**src/rtl/uart_rx_block_packer_if.sv**
```systemverilog
//------------------------------------------------------------------------------
// Module : uart_rx_block_packer_byte_if / uart_rx_block_packer_blk_if
// Brief  : AXI-Stream byte input and wide block output bundles for the packer.
// Rev    : 1.0  initial release
//------------------------------------------------------------------------------
`default_nettype none

interface uart_rx_block_packer_byte_if;
   logic [7:0] tdata;
   logic       tvalid;
   logic       tready;

   modport master (output tdata, output tvalid, input  tready);
   modport slave  (input  tdata, input  tvalid, output tready);
endinterface

interface uart_rx_block_packer_blk_if #(
   parameter int BLOCK_BYTES = 16
);
   logic [8*BLOCK_BYTES-1:0] tdata;
   logic                     tvalid;
   logic                     tready;
   logic                     tuser;

   modport master (output tdata, output tvalid, output tuser, input  tready);
   modport slave  (input  tdata, input  tvalid, input  tuser, output tready);
endinterface

`default_nettype wire

```
**src/rtl/uart_rx_block_packer.sv**
```systemverilog
//------------------------------------------------------------------------------
// Module : uart_rx_block_packer
// Brief  : Packs BLOCK_BYTES UART bytes MSB-first into one wide AXI-Stream word,
//          with an inter-byte idle timeout. Optional macro
//          UART_RX_BLOCK_PACKER_PAD_EN emits padded partial blocks on timeout.
// Rev    : 1.0  initial release
//------------------------------------------------------------------------------
`default_nettype none

module uart_rx_block_packer #(
   parameter int BLOCK_BYTES = 16,
   parameter int TIMEOUT_W   = 16
) (
   input  wire logic                               clk,
   input  wire logic                               rst,
   input  wire logic                               en,
   uart_rx_block_packer_byte_if.slave              s_axis,
   uart_rx_block_packer_blk_if.master              m_axis,
   input  wire logic [TIMEOUT_W-1:0]               timeout_cycles,
   output logic      [$clog2(BLOCK_BYTES+1)-1:0]   byte_count,
   output logic                                    timeout_event,
   output logic                                    busy
);

   localparam int CNT_W = $clog2(BLOCK_BYTES+1);

   typedef enum logic [0:0] {
      S_FILL = 1'b0,
      S_OUT  = 1'b1
   } state_t;

   state_t                   r_state, w_state_nxt;
   logic [8*BLOCK_BYTES-1:0] r_block, w_block_nxt;
   logic [CNT_W-1:0]         r_count, w_count_nxt;
   logic [TIMEOUT_W-1:0]     r_idle,  w_idle_nxt;
   logic                     r_tuser, w_tuser_nxt;
   logic                     r_timeout_event, w_timeout_event_nxt;

   logic                     w_accept;
   logic                     w_idle_tick;
   logic                     w_threshold;
   logic [TIMEOUT_W:0]       w_idle_plus1;

   assign w_accept     = (r_state == S_FILL) && en && s_axis.tvalid;
   assign w_idle_tick  = (r_state == S_FILL) && en && (r_count != '0) && !w_accept
                         && (timeout_cycles != '0);
   assign w_idle_plus1 = {1'b0, r_idle} + {{TIMEOUT_W{1'b0}}, 1'b1};
   // >= rather than == so a threshold lowered mid-count still fires
   assign w_threshold  = w_idle_plus1 >= {1'b0, timeout_cycles};

   always_ff @(posedge clk or posedge rst) begin
      if (rst) begin
         r_state         <= S_FILL;
         r_block         <= '0;
         r_count         <= '0;
         r_idle          <= '0;
         r_tuser         <= 1'b0;
         r_timeout_event <= 1'b0;
      end else begin
         r_state         <= w_state_nxt;
         r_block         <= w_block_nxt;
         r_count         <= w_count_nxt;
         r_idle          <= w_idle_nxt;
         r_tuser         <= w_tuser_nxt;
         r_timeout_event <= w_timeout_event_nxt;
      end
   end

   always_comb begin
      w_state_nxt         = r_state;
      w_block_nxt         = r_block;
      w_count_nxt         = r_count;
      w_idle_nxt          = r_idle;
      w_tuser_nxt         = r_tuser;
      w_timeout_event_nxt = 1'b0;

      case (r_state)
         S_FILL: begin
            if (w_accept) begin
               for (int i = 0; i < BLOCK_BYTES; i++) begin
                  if (r_count == CNT_W'(i)) begin
                     w_block_nxt[8*(BLOCK_BYTES-1-i) +: 8] = s_axis.tdata;
                  end
               end
               w_count_nxt = r_count + CNT_W'(1);
               w_idle_nxt  = '0;
               if (r_count == CNT_W'(BLOCK_BYTES-1)) begin
                  w_state_nxt = S_OUT;
               end
            end else if (w_idle_tick) begin
               if (w_threshold) begin
                  w_idle_nxt          = '0;
                  w_timeout_event_nxt = 1'b1;
`ifdef UART_RX_BLOCK_PACKER_PAD_EN
                  // unfilled slots are already zero; count is kept as true length
                  w_state_nxt = S_OUT;
                  w_tuser_nxt = 1'b1;
`else
                  w_count_nxt = '0;
                  w_block_nxt = '0;
`endif
               end else begin
                  w_idle_nxt = w_idle_plus1[TIMEOUT_W-1:0];
               end
            end
         end
         S_OUT: begin
            if (m_axis.tready) begin
               w_state_nxt = S_FILL;
               w_count_nxt = '0;
               w_block_nxt = '0;
               w_tuser_nxt = 1'b0;
            end
         end
         default: begin
            w_state_nxt = S_FILL;
         end
      endcase
   end

   assign s_axis.tready = (r_state == S_FILL) && en;
   assign m_axis.tdata  = r_block;
   assign m_axis.tvalid = (r_state == S_OUT);
   assign m_axis.tuser  = r_tuser;
   assign byte_count    = r_count;
   assign timeout_event = r_timeout_event;
   assign busy          = (r_count != '0) || (r_state == S_OUT);

endmodule

`default_nettype wire

```
**src/flat_wrapper.sv**
```systemverilog
// flat-port wrapper written by rule: the top's interface ports become plain ports
module uart_rx_block_packer_flat 
#(
   parameter int BLOCK_BYTES = 16,
   parameter int TIMEOUT_W   = 16
)
  (clk, rst, en, timeout_cycles, byte_count, timeout_event, busy, s_axis_tdata, s_axis_tvalid, s_axis_tready, m_axis_tdata, m_axis_tvalid, m_axis_tuser, m_axis_tready);
  uart_rx_block_packer_byte_if s_axis_i ();
  uart_rx_block_packer_blk_if #(.BLOCK_BYTES(BLOCK_BYTES)) m_axis_i ();
  input  wire logic clk;
  input  wire logic rst;
  input  wire logic en;
  input  wire logic [TIMEOUT_W-1:0] timeout_cycles;
  output logic      [$clog2(BLOCK_BYTES+1)-1:0] byte_count;
  output logic timeout_event;
  output logic busy;
  input wire logic [$bits(s_axis_i.tdata)-1:0] s_axis_tdata;
  input wire logic [$bits(s_axis_i.tvalid)-1:0] s_axis_tvalid;
  output wire logic [$bits(s_axis_i.tready)-1:0] s_axis_tready;
  output wire logic [$bits(m_axis_i.tdata)-1:0] m_axis_tdata;
  output wire logic [$bits(m_axis_i.tvalid)-1:0] m_axis_tvalid;
  output wire logic [$bits(m_axis_i.tuser)-1:0] m_axis_tuser;
  input wire logic [$bits(m_axis_i.tready)-1:0] m_axis_tready;
  assign s_axis_i.tdata = s_axis_tdata;
  assign s_axis_i.tvalid = s_axis_tvalid;
  assign s_axis_tready = s_axis_i.tready;
  assign m_axis_tdata = m_axis_i.tdata;
  assign m_axis_tvalid = m_axis_i.tvalid;
  assign m_axis_tuser = m_axis_i.tuser;
  assign m_axis_i.tready = m_axis_tready;
  uart_rx_block_packer #(.BLOCK_BYTES(BLOCK_BYTES), .TIMEOUT_W(TIMEOUT_W)) u_core (.clk(clk), .rst(rst), .en(en), .s_axis(s_axis_i), .m_axis(m_axis_i), .timeout_cycles(timeout_cycles), .byte_count(byte_count), .timeout_event(timeout_event), .busy(busy));
endmodule
```
**config.mk**
```make
export PLATFORM = sky130hd
export DESIGN_NAME = uart_rx_block_packer_flat
export DESIGN_NICKNAME = d
export VERILOG_FILES = /design/src/rtl/uart_rx_block_packer_if.sv /design/src/rtl/uart_rx_block_packer.sv /design/src/flat_wrapper.sv
export SDC_FILE = /design/constraint.sdc
export NUM_CORES = 1
export LEC_CHECK = 0
export CORE_MARGIN = 10
export CORE_UTILIZATION = 45
export DETAILED_ROUTE_END_ITERATION = 10
export GPL_ROUTABILITY_DRIVEN = 1
export PLACE_DENSITY = 0.73
export SKIP_CTS_REPAIR_TIMING = 1
export SYNTH_ARGS = -nofsm -noshare
export SYNTH_HDL_FRONTEND = slang
export SYNTH_SLANG_ARGS = --single-unit
```
**constraint.sdc**
```tcl
create_clock -name clk -period 9.33 [get_ports clk]
set_input_delay 0.933 -clock clk [delete_from_list [all_inputs] [get_ports clk]]
set_output_delay 0.933 -clock clk [all_outputs]
set_load 0.02 [all_outputs]
```
==> impl_metrics.env <==
export IMPL_whs_endpoint="u_core.m_axis.tdata[110]$_DFFE_PP0P_"
export IMPL_yosysTopAreaCellShare=0.531
export IMPL_outcome="finished clean"
export IMPL_grt_usage=0.203
export IMPL_worst_slack_ns=4.98
export IMPL_clk_latency_ns=0.43
export IMPL_synth_area_sq_mm=0.00712
export IMPL_cts_root_buf="clkbuf_16"
export IMPL_period_needed_ns=4.35
export IMPL_synthTopCellsByArea="dfrtp_1, a22o_1, o221ai_1"
export IMPL_fin_setup_tns_ns=0
export IMPL_overflow=0
export IMPL_cts_tree="done"
export IMPL_drt_wirelength_per_cell_um=20.7
export IMPL_powerDensity_mw_per_mm2=303
export IMPL_seq_area_frac_synth=0.531
export IMPL_max_cap_violations=0
export IMPL_ir_drop_v=0.000134
export IMPL_hold_depth=1
export IMPL_drtAntennaViolNets=0
export IMPL_yosys_warnings=0
export IMPL_grt_pass1_wl_mm=35.1
export IMPL_cp_required_ns=9.59
export IMPL_drtIter0Drc=491
export IMPL_worst_setup_path_end_kind="flop"
export IMPL_slew_headroom=0.261
export IMPL_vias=6166
export IMPL_yosysUniqueCellTypes=49
export IMPL_grt_pass1_vias=6220
export IMPL_cts_max_path_buffers=2
export IMPL_cts_buffers=17
export IMPL_gp_congestion=0.840
export IMPL_die_height_um=146
export IMPL_dpl_hpwl_mm=15.7
export IMPL_r2r_start="u_core.r_idle[0]$_DFFE_PP0P_"
export IMPL_cts_sinks=151
export IMPL_nNetsFinal=893
export IMPL_crit_arrival_ns=4.61
export IMPL_ys_ff_latch=151
export IMPL_slew_viol_final=0
export IMPL_period_share=0.466
export IMPL_crit_type="reg -> reg"
export IMPL_dr_pass1_iters=5
export IMPL_regArea_sq_mm=0.00378
export IMPL_grt_max_degree=85
export IMPL_hold_viol=0
export IMPL_r2r_cells=14
export IMPL_synth_flop_cell="dfrtp_1"
export IMPL_rsz0062_at_grt="no"
export IMPL_skew_ns=0.0117
export IMPL_multiInputGateArea_sq_mm=0.00287
export IMPL_synth_edf_count=0
export IMPL_final_core_util=0.617
export IMPL_start_util=0.463
export IMPL_finalPower_uw=2870
export IMPL_synth_nets=738
export IMPL_worstHoldStart="u_core.m_axis.tdata[110]$_DFFE_PP0P_"
export IMPL_die_w_um=146
export IMPL_syn_area_per_cell_sq_um=10.4
export IMPL_viasPerCell=5.78
export IMPL_core_area_sq_mm=0.0154
export IMPL_worstMarginPinSlew_ns=1.10
export IMPL_portBuffers=165
export IMPL_io_pins=167
export IMPL_die_area_sq_mm=0.0213
export IMPL_max_freq_mhz=230
export IMPL_antenna_found_initial=1
export IMPL_leakagePower_uw=0.00436
export IMPL_post_route_drc_count=0
export IMPL_synthCells=687
export IMPL_cp_max_fo=69
export IMPL_hold_path_class="reg -> reg"
export IMPL_clk_pin_slew_ns=0.06
export IMPL_htreeDepth=4
export IMPL_setup_viol=0
export IMPL_startpoint_type="flop"
export IMPL_fill_cells=1237
export IMPL_row_count=45
export IMPL_reg2reg_setup_slack_ns=4.98
export IMPL_yosys_area_top_type="dfrtp_1"
export IMPL_routed_wl_mm=22.1
export IMPL_drive_above_1_share=0.0632
export IMPL_rr_endpoint="u_core.m_axis.tdata[67]$_DFFE_PP0P_"
export IMPL_preCtsSetupSlack_ns=5.04
export IMPL_area_growth_syn_to_layout_pct=33.2
export IMPL_synthArstFlopShare=1.00
## through the flow
step	hold WS (ns)	instance area, sq um	cells
2_1_floorplan	0.506	7120	687
3_3_place_gp	0.483	8910	1034
3_5_place_dp	0.481	8910	1034
4_1_cts	0.506	9480	1066
5_1_grt	0.517	9480	1067
6_report	0.500	9480	1067
## cell usage in the layout, fill, tap and decap left out, types with 3 or more instances in the layout
master and n:
clkdlybuf4s50_1 165, clkbuf_16 17, nand4_1 7, o21ai_0 11, a22o_1 64, nor3_1 7, dfrtp_1 151, o221ai_2 5
o221ai_1 59, nand3_1 18, clkinvlp_4 3, ha_1 22, clkinv_4 3, inv_1 86, nor4_1 4, a21o_1 3
nor2_1 21, xor2_1 4, and3_1 7, inv_6 5, nor2b_1 6, a32o_1 4, xnor2_1 10, a31oi_1 5
a21oi_1 18, and2_1 3, nand2_1 112
## power breakdown
part / leakage [uW] / internal (uW) / total [uW] / switching, uW
Combinational: 0.00219 / 542 / 1140 / 599
Sequential: 0.00190 / 859 / 1060 / 202
Clock: 0.000274 / 374 / 668 / 295
Total: 0.00436 / 1770 / 2870 / 1100
## cell type report
cell class              instances  area share
flip-flops and latches        151       0.399
clock buffers                  17      0.0449
clock inverters                15      0.0154
multi-input cells             418       0.302
diodes                          1    0.000264
inverters                      87      0.0350
well taps                     211      0.0278
repair buffers                167       0.176
## cells by family (layout without fill, tap and decap cells)
logic type / count (synthesis) / count (layout) / synth area share
XOR/XNOR: 14 / 14 / 0.0172
buffers and inverters: 118 / 286 / 0.0668
AO/OA/AOI/OAI: 182 / 182 / 0.217
other: 1 / 2 / 0.000527
flip-flops: 151 / 151 / 0.531
AND/OR/NAND/NOR: 197 / 197 / 0.126
multiplexers: 2 / 2 / 0.00281
adder cells (fa/ha/maj): 22 / 22 / 0.0387
## worst max path at each step
stage                                                      to  cells past startpoint                    startpoint  slack, ns
after floorplan              u_core.byte_count[0]$_DFFE_PP0P_                      1                           rst       4.33
after global placement    u_core.m_axis.tdata[61]$_DFFE_PP0P_                     13  u_core.r_idle[0]$_DFFE_PP0P_       5.26
after detailed placement  u_core.m_axis.tdata[62]$_DFFE_PP0P_                     14  u_core.r_idle[0]$_DFFE_PP0P_       5.04
after CTS                 u_core.m_axis.tdata[62]$_DFFE_PP0P_                     14  u_core.r_idle[0]$_DFFE_PP0P_       4.99
after global routing      u_core.m_axis.tdata[57]$_DFFE_PP0P_                     14  u_core.r_idle[0]$_DFFE_PP0P_       4.56
final                     u_core.m_axis.tdata[67]$_DFFE_PP0P_                     14  u_core.r_idle[0]$_DFFE_PP0P_       4.98
## worst max-delay path: stages, from the launching register on
cell	delay [ns]
dfrtp_1	0.42
and3_1	0.20
nand3_1	0.13
nor3_1	0.56
nand4_1	0.19
xnor2_1	0.18
ha_1	0.30
nand3_1	0.09
nor3_1	0.39
a31oi_1	0.17
o21ai_0	0.12
and3b_1	0.37
a21oi_4	0.18
buf_4	0.59
o221ai_1	0.22
## metal layers
layer  track usage  wire [um]
met1         0.255       9420
met2         0.332      10900
met3        0.0466       1330
met4        0.0814        456
met5             0          0
## cells in the mapped netlist (3+ instances only)
library cell,number
a31oi_1,5
nor2_1,21
inv_1,87
buf_2,11
xnor2_1,10
and2_1,3
a21o_1,3
a22o_1,64
a21oi_1,18
a32o_1,4
nor3_1,7
o21ai_0,11
o221ai_2,5
nand3_1,18
and3_1,7
nor2b_1,6
nand2_1,112
o221ai_1,59
buf_1,9
xor2_1,4
nand4_1,7
dfrtp_1,151
ha_1,22
nor4_1,4
clkbuf_1,8
## flip-flops by register name (all words and copies together), names as in the netlist
name / count
u_core.m_axis.tvalid: 1
u_core.byte_count: 5
u_core.r_idle: 16
u_core.timeout_event: 1
u_core.m_axis.tdata: 128
Note: power is estimated with default switching activity, not from simulation.
